===== config.mk =====
export PLATFORM = sky130hd
export DESIGN_NAME = ast_serializer
export DESIGN_NICKNAME = d
export VERILOG_FILES = /design/src/rtl/ast_serializer_pkg.sv /design/src/rtl/ast_serializer.sv
export SDC_FILE = /design/constraint.sdc
export NUM_CORES = 1
export LEC_CHECK = 0
export ABC_AREA = 0
export ABC_CLOCK_PERIOD_IN_PS = 1800
export CAP_MARGIN = 20
export CORE_MARGIN = 10
export CORE_UTILIZATION = 25
export DETAILED_ROUTE_END_ITERATION = 16
export HOLD_SLACK_MARGIN = 0.02
export SYNTH_ARGS = -nofsm -noshare
export SYNTH_HDL_FRONTEND = slang
export SYNTH_SLANG_ARGS = --single-unit

===== constraint.sdc =====
create_clock -name clk_i -period 1.8 [get_ports clk_i]
set_input_delay 0.18 -clock clk_i [delete_from_list [all_inputs] [get_ports clk_i]]
set_output_delay 0.18 -clock clk_i [all_outputs]
set_load 0.005 [all_outputs]

===== src/rtl/ast_serializer_pkg.sv =====
// Shared types and helpers for the wide-to-narrow Avalon-ST serializer.
package ast_serializer_pkg;

  typedef enum logic {
    IDLE = 1'b0,
    SEND = 1'b1
  } state_t;

  // Number of narrow slices needed to carry the valid bytes of a word.
  function automatic int unsigned slice_count(input int unsigned in_bytes,
                                              input int unsigned out_bytes,
                                              input int unsigned empty);
    return (in_bytes - empty + out_bytes - 1) / out_bytes;
  endfunction

endpackage


===== src/rtl/ast_serializer.sv =====
// Splits each wide Avalon-ST word into DATA_IN_W/DATA_OUT_W narrow slices,
// MSB slice first, trimming trailing slices of an eop word by its empty count.
module ast_serializer
  import ast_serializer_pkg::*;
#(
  parameter int DATA_IN_W  = 64,
  parameter int DATA_OUT_W = 16,
  parameter int CHANNEL_W  = 10,
  localparam int EMPTY_IN_W  = $clog2(DATA_IN_W / 8),
  localparam int EMPTY_OUT_W = $clog2(DATA_OUT_W / 8)
) (
  input  logic                   clk_i,
  input  logic                   arst_n_i,
  input  logic [DATA_IN_W-1:0]   snk_data_i,
  input  logic [CHANNEL_W-1:0]   snk_channel_i,
  input  logic [EMPTY_IN_W-1:0]  snk_empty_i,
  input  logic                   snk_sop_i,
  input  logic                   snk_eop_i,
  input  logic                   snk_valid_i,
  output logic                   snk_ready_o,
  output logic [DATA_OUT_W-1:0]  src_data_o,
  output logic [CHANNEL_W-1:0]   src_channel_o,
  output logic [EMPTY_OUT_W-1:0] src_empty_o,
  output logic                   src_sop_o,
  output logic                   src_eop_o,
  output logic                   src_valid_o,
  input  logic                   src_ready_i
);

  localparam int unsigned R         = DATA_IN_W / DATA_OUT_W;
  localparam int unsigned IN_BYTES  = DATA_IN_W / 8;
  localparam int unsigned OUT_BYTES = DATA_OUT_W / 8;
  localparam int          IDX_W     = (R > 1) ? $clog2(R) : 1;

  state_t                 state, state_next;
  logic [IDX_W-1:0]       idx, last_idx, last_idx_n;
  logic [DATA_IN_W-1:0]   word;
  logic [CHANNEL_W-1:0]   chan;
  logic                   word_sop, word_eop;
  logic [EMPTY_OUT_W-1:0] last_empty, last_empty_n;
  logic                   armed;
  logic                   last, snk_xfer, src_xfer;
  int unsigned            cnt;

  assign last     = (idx == last_idx);
  assign snk_xfer = snk_valid_i && snk_ready_o;
  assign src_xfer = src_valid_o && src_ready_i;

  always_ff @(posedge clk_i or negedge arst_n_i) begin
    if (!arst_n_i) state <= IDLE;
    else           state <= state_next;
  end

  always_comb begin
    state_next = state;
    case (state)
      IDLE: if (snk_xfer) state_next = SEND;
      SEND: if (src_xfer && last) state_next = snk_xfer ? SEND : IDLE;
      default: state_next = IDLE;
    endcase
  end

  // Ready may rise in SEND only when the final slice leaves, so the next
  // word reloads the buffer on the same edge without a bubble.
  always_comb begin
    src_valid_o   = (state == SEND);
    snk_ready_o   = armed && ((state == IDLE) || (src_ready_i && last));
    src_data_o    = src_valid_o ? word[DATA_IN_W-1 -: DATA_OUT_W] : '0;
    src_channel_o = src_valid_o ? chan : '0;
    src_sop_o     = src_valid_o && word_sop && (idx == '0);
    src_eop_o     = src_valid_o && word_eop && last;
    src_empty_o   = (src_valid_o && last) ? last_empty : '0;
  end

  always_comb begin
    cnt          = slice_count(IN_BYTES, OUT_BYTES, 32'(snk_empty_i));
    last_idx_n   = snk_eop_i ? IDX_W'(cnt - 1) : IDX_W'(R - 1);
    last_empty_n = snk_eop_i ? EMPTY_OUT_W'(cnt * OUT_BYTES - (IN_BYTES - 32'(snk_empty_i)))
                             : '0;
  end

  // Buffer shifts left per slice so the outgoing slice is always the MSBs.
  always_ff @(posedge clk_i or negedge arst_n_i) begin
    if (!arst_n_i) begin
      armed      <= 1'b0;
      idx        <= '0;
      last_idx   <= '0;
      word       <= '0;
      chan       <= '0;
      word_sop   <= 1'b0;
      word_eop   <= 1'b0;
      last_empty <= '0;
    end else begin
      armed <= 1'b1;
      if (snk_xfer) begin
        idx        <= '0;
        last_idx   <= last_idx_n;
        word       <= snk_data_i;
        chan       <= snk_channel_i;
        word_sop   <= snk_sop_i;
        word_eop   <= snk_eop_i;
        last_empty <= last_empty_n;
      end else if (src_xfer) begin
        idx  <= idx + IDX_W'(1);
        word <= word << DATA_OUT_W;
      end
    end
  end

endmodule

# Yosys cells after proc, flatten, opt, wreduce, memory -nomap -nowiden
# Index checks and enable logic that the tools add are counted.
# Widths: inputs -> output; s select.
# op_classes
n_div,0
shift,0
n_reduce_logical,13
n_mux,12
eq_ne,1
n_bitwise,1
addsub,6
mul,0
order_cmp,0
# op_table
operator,n
$mux 64,2
$mux 16,1
$logic_and 1x1->1,10
$mux 10,1
$mux 2,3
$mux 1,4
$add 3x2->3 const B,1
$sub 1x3->3 const A,1
$sub 3x1->3 const B,1
$add 2x1->2 const B,1
$eq 2x2->1,1
$logic_not 2->1,1
$pmux 1 s2,1
$reduce_bool 2->1,1
$sub 2x1->2 const B,1
$logic_or 1x1->1,1
$not 1->1,1
$sub 1x1->1 const A,1
# word_totals
n_memories,0
out_inout_bits,31
romBits,0
regBits,83
latch_bits,0
elab_cells,42
mem_bits_rw,0
inputBits,83

# Depth between registers and ports, before layout
# depth
ltp_word,8
depth_mapped,6
mapped_depth_nobuf,6

# Least setup slack after synthesis
# No wires, ideal clock.
# synth_timing
kind,register to register
start,reg idx[1]
end,reg chan[0]
setup_ns,0.125
path_slack_ns,0.158
required_time_ns,1.675
period_less_slack_ns,1.642
arrival_ns,1.518
path_stages_with_launch,6
cell_sequence,dfrtp_1 xnor2_1 a31oi_4 nor2_8 buf_6 mux2_2
# synth_via
elab_chain_len,5
# synth_lines
item,line_no,text
"start, declared",ast_serializer.sv:36,"logic [IDX_W-1:0] idx, last_idx, last_idx_n;"
"start signal, assigned",ast_serializer.sv:104,idx <= idx + IDX_W'(1);
$eq 2x2->1,ast_serializer.sv:45,assign last = (idx == last_idx);
$logic_and 1x1->1,ast_serializer.sv:67,snk_ready_o = armed && ((state == IDLE) || (src_ready_i && last));
$logic_or 1x1->1,ast_serializer.sv:67,
$logic_and 1x1->1,ast_serializer.sv:67,
$logic_and 1x1->1,ast_serializer.sv:46,assign snk_xfer = snk_valid_i && snk_ready_o;
"end signal, assigned",ast_serializer.sv:99,chan <= snk_channel_i;
"end, declared",ast_serializer.sv:38,logic [CHANNEL_W-1:0] chan;
# Every way passes these cells.
# A chain may end at the register's enable or synchronous reset.

# Final worst setup path
# layout_timing
start,reg last_idx[1]
end,reg word[17]
# layout_via
elab_chain_len,6
elab_cells_between_ends,7
# layout_lines
item,line_no,text
"start, declared",ast_serializer.sv:36,
"start signal, assigned",ast_serializer.sv:97,last_idx <= last_idx_n;
$eq 2x2->1 (*),ast_serializer.sv:45,
$logic_and 1x1->1 (*),ast_serializer.sv:67,
$logic_or 1x1->1 (*),ast_serializer.sv:67,
$logic_and 1x1->1 (*),ast_serializer.sv:67,
$logic_and 1x1->1 (*),ast_serializer.sv:46,
$mux 64 or $reduce_bool 2->1 (tied branches),--,
"end signal, assigned",ast_serializer.sv:98,word <= snk_data_i;
"end signal, assigned",ast_serializer.sv:105,word <= word << DATA_OUT_W;
"end, declared",ast_serializer.sv:37,logic [DATA_IN_W-1:0] word;
# Mark *: on every way between the ends. The rest lies on a longest branch, timed or not.

==> results by group <==
Status
  – Status: finished with violations
  – Failing checks: setup timing

Final layout
  – Area Growth Syn to Fin: 48.4%
  – Fin nets: 543
  – Fill cell count: 1592
  – Most common cell after layout, fill and taps aside: clkdlybuf4s50_1
  – Design area: 6190 sq um
  – Share of cells above drive strength 1: 34.8%
  – Diode count: 0
  – Commonest cells after routing, fill and taps aside: clkdlybuf4s50_1, mux2_2, dfrtp_1

Worst setup path
  – Reg2reg end: word[17]
  – R2R depth: 7
  – Crit Path Max Fanout: 9
  – Crit path capture type: register
  – R2r setup slk: -0.01 ns
  – RR Startpoint: last_idx[1]
  – CP Class: reg -> reg
  – Critical Path RT: a little over 2 ns
  – CP arrival: 2.04 ns
  – Crit start category: register

STA
  – Clock skew: between 0.005 and 0.006 ns
  – Min cycle time layout: 1.81 ns
  – Hold_ws: 0.382 ns
  – Final Slew Violations: 0
  – Worst setup margin: -0.0118 ns
  – Final setup vio count: 9
  – Fin crit share: 101%
  – Final hold viol count: 0
  – Fmax: 552 MHz
  – Setup total negative slack: -0.0780 ns
  – RSZ-0062 raised after global routing: yes

Routing
  – WL final: about 11000 microns
  – Metal3 WL: between 600 and 700 microns
  – Iter 0 DRT Violations: 74
  – Routed length on met1: roughly 4700 microns
  – Vias: between 2000 and 3000
  – Vias/cell: 4.15
  – Drt pass-1 iters: 4
  – Post-route antenna net violation count: 0
  – Top routing layer in use: met4
  – Met2 wire length: 5300 microns
  – WL/cell: 15.9 microns
  – # DRC: 0

Placement
  – DP Area: 5660 sq um
  – Final HPWL DP: between 7000 and 8000 microns
  – Buffers on Ports: 113
  – Routability cong.: 0.703

Clock tree
  – Root Driver: clkbuf_16
  – CTS clk-pin slew, worst paths: 0.06 ns
  – Clock Path Buffers: 2
  – Clock sink count: 83
  – CTS Buf Count: 9
  – Max H-tree Level: 3
  – Worst-Skew Late Latency: between 0.3 and 0.4 ns
  – CTS tree: built

Min path
  – Hold endpoint: word[15]
  – Worst hold path depth: 3
  – Hold_sp: snk_data_i[15]
  – HP Class: in -> reg

Synthesis
  – Post-synth net total: ~410
  – Mapped cell area: 4170 sq um
  – Syn Area/Cell: 13.1 sq um
  – Cells after Synth: 319
  – Yosys top cell area share: around 50%
  – Synth warn: 0
  – Synth cell types: 29
  – Largest cells by area after synthesis: dfrtp_1, mux2_2, and2_1
  – Register area share after synthesis: 49.8%
  – Dominant cell type by area after synthesis: dfrtp_1
  – #FFs+latches synth: 83

GRT
  – Global-route wire length before repair: 17400 microns
  – Largest net degree at the start of global routing: between 80 and 90
  – Vias in the first global route: 3262
  – Initial antenna violation count: 0
  – Remaining global-route overflow: 0
  – Total Routing Usage GR: 9.91%

Die
  – Row count: 47
  – Total die area: 22300 sq um
  – Core box area: approximately 16000 sq um
  – Initial core utilization: 25.3%
  – Die H: 149 microns
  – Io pins: 114
  – Die X: 149 microns

Power and ir drop
  – Power per cell area: 1320 nW/um^2
  – Power, Total: 8.18 mW
  – Maximum vdd drop: 0.497 mV
  – Leak pwr: ~3 nW

Run
  – Max_cap viols: 0
[worst max-delay path, stage by stage, from the launching register on]
cell	delay [ns]
dfrtp_1	0.41
xnor2_2	0.16
buf_4	0.14
a31oi_4	0.28
nor2_8	0.07
buf_6	0.15
clkbuf_16	0.18
mux2_4	0.30
[worst max-delay path by stage]
stage,cells past startpoint,slack (ns),to,startpoint
after floorplan,5,0.16,chan[0],idx[1]
final,7,-0.01,word[17],last_idx[1]
after global routing,7,-0.11,word[48],last_idx[1]
after detailed placement,7,-0.17,last_idx[1],snk_empty_i[0]
after global placement,7,-0.11,last_idx[1],snk_empty_i[0]
after CTS,5,-0.10,snk_ready_o,idx[0]
[flip-flops by register name (all words and copies together) (netlist names)]
name and flops:
word 64, word_eop 1, armed 1, last_idx 2, src_valid_o 1, idx 2
last_empty 1, chan 10, word_sop 1
[cell families (layout without fill, tap and decap cells)]
kind of cell / after synthesis / in the layout / share of synthesized area [%]
XOR/XNOR: 6 / 6 / 1.59
other: 1 / 1 / 0.0898
AO/OA/AOI/OAI: 5 / 5 / 1.17
buffers and inverters: 39 / 182 / 5.13
flip-flops: 83 / 83 / 49.8
multiplexers: 125 / 125 / 33.8
AND/OR/NAND/NOR: 57 / 57 / 7.58
adder cells (fa/ha/maj): 3 / 3 / 0.899
[layout make-up]
cell class | instances | area (sq um) | share of cell area (%)
clock inverter | 2 | 35.0 | 0.566
inverter | 21 | 78.8 | 1.27
tap | 220 | 275 | 4.44
timing repair buffer | 145 | 1520 | 24.5
sequential | 83 | 2080 | 33.5
multi-input combinational | 197 | 1960 | 31.6
clock buffer | 14 | 254 | 4.10
[per-stage QoR]
step	std cells	utilization (%)	worst slack (ns)
6_report	682	37.6	-0.0118
4_1_cts	675	37.0	-0.101
3_3_place_gp	652	34.3	-0.105
3_5_place_dp	652	34.3	-0.172
5_1_grt	682	37.6	-0.108
2_1_floorplan	319	-	0.158
[power by group]
| part | internal [mW] | switching [mW] | leakage [nW] |
|---|---|---|---|
| clock | 1.11 | 0.717 | 0.141 |
| combinational | 2.26 | 1.19 | 1.81 |
| sequential | 2.54 | 0.349 | 1.07 |
| total | 5.92 | 2.26 | 3.01 |
[synthesized netlist by cell type]
| master | number |
|---|---|
| conb_1 | 1 |
| mux2_2 | 103 |
| xnor3_1 | 1 |
| nor4b_1 | 1 |
| buf_4 | 1 |
| inv_1 | 21 |
| xnor2_1 | 4 |
| dfrtp_1 | 83 |
| xor2_1 | 1 |
| ha_1 | 3 |
| a21oi_1 | 1 |
| clkbuf_1 | 5 |
| o31ai_1 | 1 |
| nor2b_1 | 1 |
| mux2i_1 | 16 |
| buf_1 | 1 |
| and3_1 | 3 |
| a31oi_4 | 1 |
| nor2_1 | 1 |
| o21ai_0 | 1 |
| nor2_8 | 1 |
| and2_1 | 27 |
| nand2b_1 | 1 |
| o21ba_2 | 1 |
| mux2_4 | 6 |
| nand2_1 | 21 |
| buf_2 | 3 |
| nand3_1 | 1 |
| buf_6 | 8 |
[routing by layer]
layer / vias up / GRT usage [%]
met1: 1400 / 11.7
met4: 0 / 4.47
met2: 69 / 15.9
li1: 1349 / -
met5: - / 0
met3: 11 / 3.52
[what timing repair did]
action,in CTS,in global routing
pin swaps,2,2
setup endpoints to repair,70,85
gates cloned,1,2
endpoints found under the hold margin,83,0
hold buffers,1,0
gates resized for setup,28,21
setup buffers,5,6
No activity file was read; power rests on OpenSTA's default activity.
